$ cat src/rtl/load_store_unit.sv
// Memory-stage load/store unit: sub-word load extraction and read-modify-write sub-word stores
// against a word-wide data memory with combinational reads.
module load_store_unit (
   input  logic        clk,
   input  logic        reset,
   input  logic        req_valid,
   input  logic        req_write,
   input  logic [2:0]  funct3,
   input  logic [31:0] addr,
   input  logic [31:0] store_data,
   output logic        stall,
   output logic [31:0] load_data,
   output logic        load_valid,
   output logic        access_fault,
   output logic        MemRead,
   output logic        MemWrite,
   output logic [31:0] read_address,
   output logic [31:0] Write_data,
   input  logic [31:0] MemData_out
);

   typedef enum logic {StIdle, StMerge} state_e;

   state_e      state_q, state_d;
   logic [31:0] merge_q, merge_d;
   logic [31:0] cap_addr_q, cap_addr_d;
   logic        cap_half_q, cap_half_d;
   logic [15:0] cap_data_q, cap_data_d;
   logic [31:0] load_data_q, load_data_d;
   logic        load_valid_q, load_valid_d;
   logic        access_fault_q, access_fault_d;

   logic        is_half, is_word, legal, misaligned, req_ok;
   logic [31:0] shifted, load_ext;
   logic [4:0]  lane_shamt;
   logic [31:0] lane_mask, merged;

   always_comb begin
      is_half    = (funct3[1:0] == 2'b01);
      is_word    = (funct3[1:0] == 2'b10);
      // Stores: 000/001/010 only. Loads: additionally 100/101.
      legal      = req_write ? (!funct3[2] && funct3[1:0] != 2'b11)
                             : (funct3[1:0] != 2'b11 && !(funct3[2] && funct3[1]));
      misaligned = (is_half && addr[0]) || (is_word && addr[1:0] != 2'b00);
      req_ok     = legal && !misaligned;

      shifted = MemData_out >> {addr[1:0], 3'b000};
      case (funct3)
         3'b000:  load_ext = {{24{shifted[7]}}, shifted[7:0]};
         3'b001:  load_ext = {{16{shifted[15]}}, shifted[15:0]};
         3'b100:  load_ext = {24'h0, shifted[7:0]};
         3'b101:  load_ext = {16'h0, shifted[15:0]};
         default: load_ext = shifted;
      endcase

      lane_shamt = {cap_addr_q[1:0], 3'b000};
      lane_mask  = (cap_half_q ? 32'h0000_FFFF : 32'h0000_00FF) << lane_shamt;
      merged     = (merge_q & ~lane_mask) | (({16'h0, cap_data_q} << lane_shamt) & lane_mask);
   end

   always_comb begin
      state_d        = state_q;
      merge_d        = merge_q;
      cap_addr_d     = cap_addr_q;
      cap_half_d     = cap_half_q;
      cap_data_d     = cap_data_q;
      load_data_d    = load_data_q;
      load_valid_d   = 1'b0;
      access_fault_d = 1'b0;
      MemRead        = 1'b0;
      MemWrite       = 1'b0;
      stall          = 1'b0;
      read_address   = {addr[31:2], 2'b00};
      Write_data     = store_data;

      case (state_q)
         StIdle: begin
            if (req_valid) begin
               if (!req_ok) begin
                  access_fault_d = 1'b1;
               end else if (!req_write) begin
                  MemRead      = 1'b1;
                  load_data_d  = load_ext;
                  load_valid_d = 1'b1;
               end else if (is_word) begin
                  MemWrite = 1'b1;
               end else begin
                  MemRead    = 1'b1;
                  stall      = 1'b1;
                  merge_d    = MemData_out;
                  cap_addr_d = addr;
                  cap_half_d = is_half;
                  cap_data_d = store_data[15:0];
                  state_d    = StMerge;
               end
            end
         end
         StMerge: begin
            // Request inputs are ignored here; only the captured fields are used.
            read_address = {cap_addr_q[31:2], 2'b00};
            Write_data   = merged;
            MemWrite     = 1'b1;
            state_d      = StIdle;
         end
         default: state_d = StIdle;
      endcase

      // Reset aborts any pending merge write in the same cycle.
      if (reset) begin
         MemRead  = 1'b0;
         MemWrite = 1'b0;
         stall    = 1'b0;
      end
   end

   always_ff @(posedge clk) begin
      if (reset) begin
         state_q        <= StIdle;
         merge_q        <= '0;
         cap_addr_q     <= '0;
         cap_half_q     <= 1'b0;
         cap_data_q     <= '0;
         load_data_q    <= '0;
         load_valid_q   <= 1'b0;
         access_fault_q <= 1'b0;
      end else begin
         state_q        <= state_d;
         merge_q        <= merge_d;
         cap_addr_q     <= cap_addr_d;
         cap_half_q     <= cap_half_d;
         cap_data_q     <= cap_data_d;
         load_data_q    <= load_data_d;
         load_valid_q   <= load_valid_d;
         access_fault_q <= access_fault_d;
      end
   end

   assign load_data    = load_data_q;
   assign load_valid   = load_valid_q;
   assign access_fault = access_fault_q;

endmodule
$ cat config.mk
export PLATFORM = sky130hd
export DESIGN_NAME = load_store_unit
export DESIGN_NICKNAME = d
export VERILOG_FILES = /design/src/rtl/load_store_unit.sv
export SDC_FILE = /design/constraint.sdc
export NUM_CORES = 1
export LEC_CHECK = 0
export ABC_AREA = 1
export CORE_ASPECT_RATIO = 0.5
export CORE_UTILIZATION = 45
export CTS_CLUSTER_SIZE = 30
export DETAILED_ROUTE_END_ITERATION = 7
export GPL_TIMING_DRIVEN = 0
export PLACE_DENSITY = 0.77
export REMOVE_ABC_BUFFERS = 1
export SLEW_MARGIN = 5
export SYNTH_ARGS = -nofsm -noshare
export SYNTH_HDL_FRONTEND = slang
export SYNTH_SLANG_ARGS = --single-unit
$ cat constraint.sdc
create_clock -name clk -period 1.8 [get_ports clk]
set_input_delay 0.36 -clock clk [delete_from_list [all_inputs] [get_ports clk]]
set_output_delay 0.36 -clock clk [all_outputs]
set_load 0.01 [all_outputs]
==> flow_summary.yaml <==
outcome:
  outcome: "complete, but fails checks"
  violations: "DRC, setup timing"
timing:
  finalHoldViolations: 0
  finalSetupViolCount: 99
  skew_ns: 0.00888
  fin_ws_ns: -0.448
  worstMarginPinSlew_ns: 0.737
  min_period_ns: 2.25
  post-route-period-util_pct: 125
  relSlewSlack_pct: 50.8
  rsz0062_at_grt: "true"
  slew_viol_final: 0
  fmax_mhz: 445
worst_setup_path:
  r2r_cells: 8
  slowest_stage: "dfxtp_4"
  cp-start-kind: "register"
  crit_path_cell_trace: "clkinv_8 -> buf_4 -> nand2_2 -> nand2_1 -> o21ai_0 -> o21ai_1 -> buf_2"
  r2r_slack_ns: -0.09
  worstPathRequired_ns: 1.44
  worst_r2r_endpoint: "cap_data_q[14]$_SDFFE_PP0P_"
  cp-end-kind: "output port"
  worstSetupPathType: "reg2out"
  worstSetupStartpoint: "cap_addr_q[0]$_SDFFE_PP0P_"
  crit_end: "Write_data[22]"
  worstPathArrival_ns: 1.89
  r2r_start: "state_q$_SDFF_PP0_"
  worstPathMaxFanout: 7
  critPathMaxStageDelay_ns: 0.44
route:
  vias_per_cell: 5.56
  postRouteAntennaNets: 0
  wl_per_cell_microns: 17.7
  dr_wl_met2_mm: 12.9
  vias: 8874
  wl_mm: 28.2
  dr.pass1.iters: 8
  drt_iter0_drc: 1114
  top_layer: "met4"
  wl_met1_mm: 10.9
  drc_errors: 1
  met3WireLength_mm: 3.06
synthesis:
  syn_avg_cell_area_sq_um: 5.93
  synth_ff_type: "dfxtp_1"
  yosys_warnings: 0
  synth_edf_count: 0
  yosysUniqueCellTypes: 33
  synthCells: 1154
  ys_ff_latch: 116
  syn_area_sq_um: 6850
  yosysSeqAreaShare_pct: 33.9
  synthArstFlopShare_pct: 0
placed_design:
  dp.cells: 1482
  hpwl_mm: 13.8
  gp_congestion: 0.895
  dpl_cell_area_sq_um: 8800
  numPortBuffers: 201
global_route:
  antenna_found_initial: 1
  grt_max_degree: 115
  grt_pass1_wl_mm: 40.0
  grt_pass1_vias: 7721
  grt_overflow: 0
  track_usage_pct: 32.5
cts:
  clk_path_buf_depth: 2
  cts_sinks: 116
  cts-buffers-inserted: 17
  h-tree-depth: 4
  cts_tree: "yes"
  clkSlewWorstSetupHoldPaths_ns: 0.06
  root_buffer: "clkbuf_16"
  clk_latency_ns: 0.41
flow_run:
  maxCapViolCount: 0
layout:
  fin_nets: 1487
  fin_area_sq_um: 10600
  instances_no_fill: 1595
  drive_above_1_share_pct: 22.9
  area_growth_syn_to_layout_pct: 55.3
worst_hold_path:
  hp-class: "reg2reg"
die:
  core-area_sq_um: 14700
  die_width_microns: 176
  die-area_sq_um: 15700
  rows: 31
  io-pin-count: 204
  start_util_pct: 46.7
  fp.dieH_microns: 89.2
power:
  peakVddDrop_v: 0.000722
  powerDensity_nw_per_um2: 753
  leakage_nw: 4.96
## worst min path at each step
stage	startpoint	endpoint	slack [ns]	cells past startpoint
after detailed placement	merge_q[2]$_SDFFE_PP0P_	merge_q[2]$_SDFFE_PP0P_	0.46	2
after CTS	req_valid	access_fault$_SDFF_PP0_	0.46	3
after global routing	merge_q[9]$_SDFFE_PP0P_	merge_q[9]$_SDFFE_PP0P_	0.48	2
after global placement	merge_q[1]$_SDFFE_PP0P_	merge_q[1]$_SDFFE_PP0P_	0.44	2
final	cap_addr_q[27]$_SDFFE_PP0P_	cap_addr_q[27]$_SDFFE_PP0P_	0.47	2
after floorplan	reset	load_valid$_SDFF_PP0_	0.43	1
## kinds of logic (layout without fill, tap and decap cells)
group                  count (synthesis)  in the layout  synth area share [%]
buffers and inverters                196            427                  12.2
AOI/OAI and AO/OA                    115            115                  9.30
and+or+nand+nor                      726            736                  44.5
DFF                                  116            116                  33.9
other                                  1              3                0.0548
## power breakdown
group	internal, mW	switching, mW
clock	2.41	1.24
sequential	2.66	0.0771
combinational	0.696	0.919
## timing repair
action | in CTS | in global routing
hold buffers | 0 | 0
setup buffers | 45 | 22
endpoints found under the setup margin | 181 | 175
gates cloned | 13 | 4
resized for setup | 450 | 116
pin swaps | 65 | 41
## cell type report
| type | count | area, sq um |
|---|---|---|
| multi-input cells | 853 | 4330 |
| fillers | 1097 | 4030 |
| repair buffers | 274 | 2530 |
| flip-flops and latches | 116 | 2330 |
| inverters | 121 | 553 |
| clock buffers | 21 | 470 |
| well taps | 198 | 248 |
| clock inverters | 10 | 154 |
| repair inverters | 1 | 5.00 |
| diodes | 1 | 2.50 |
## cell usage in the layout, fill, tap and decap left out, types with 3 or more instances in the layout
cell and instances:
clkinv_8 3, dfxtp_4 3, nand2_4 11, clkbuf_16 18
nand2_8 3, nand4_1 17, or2_4 7, nor2_1 236
o21ai_1 32, clkinv_2 5, o21ai_0 23, clkbuf_2 5
inv_4 4, dfxtp_1 113, nand3_1 121, clkdlybuf4s50_1 129
buf_2 59, nor2_4 18, bufinv_16 4, buf_16 6
o21ai_2 24, o22ai_1 5, clkinvlp_4 3, nand2_2 32
o211ai_1 16, o21ai_4 9, buf_12 6, buf_6 24
nor2_2 10, buf_4 41, clkbuf_8 3, nand2_1 272
o22ai_2 3, inv_1 107
## flip-flops by register name, indices dropped and copies added (netlist names)
| signal | cells |
|---|---|
| cap_half_q | 1 |
| cap_addr_q | 32 |
| cap_data_q | 16 |
| load_valid | 1 |
| state_q | 1 |
| load_data | 32 |
| merge_q | 32 |
| access_fault | 1 |
## critical path: cells and delay by family (launching register included)
family	cells	cell delay (ns)
compound gates	2	0.45
buf+inv	3	0.46
flops	1	0.44
simple gates	2	0.14
## synth_stat cells (2+ instances only)
cell        n  area (sq um)
inv_2       7          26.3
nor2_4      3          33.8
nand4_1    17           106
nand3_1   122           611
buf_1       8          30.0
nand2_4     2          22.5
o22ai_1     8          50.1
a21oi_2     2          17.5
nor2_1    253           950
o21ai_0    86           430
buf_6       3          33.8
buf_4      13          97.6
clkinv_1    2          7.51
clkbuf_1   27           101
nand2_2     2          12.5
buf_2      24           120
o211ai_1   16           120
dfxtp_1   116          2320
inv_1     111           417
or2_2       8          50.1
nand2_1   312          1170
## per-layer routing
layer / GRT usage (%) / vias up
met5: 0 / -
met4: 16.1 / 0
met3: 6.46 / 162
met2: 54.6 / 653
met1: 40.6 / 3971
li1: - / 4088
## stage by stage
| step | setup WS, ns | utilization [%] | power, mW | TNS [ns] | hold WS [ns] |
|---|---|---|---|---|---|
| 2_1_floorplan | -1.93 | - | 3.42 | -276.30 | 0.432 |
| 3_3_place_gp | -3.56 | 59.5 | 4.09 | -543.80 | 0.442 |
| 3_5_place_dp | -2.18 | 60.1 | 4.10 | -218.17 | 0.458 |
| 4_1_cts | -0.248 | 69.1 | 7.80 | -14.58 | 0.458 |
| 5_1_grt | -0.457 | 72.5 | 8.25 | -14.66 | 0.484 |
| 6_report | -0.448 | 72.5 | 8.00 | -11.61 | 0.468 |
No activity file was read; power rests on OpenSTA's default activity.
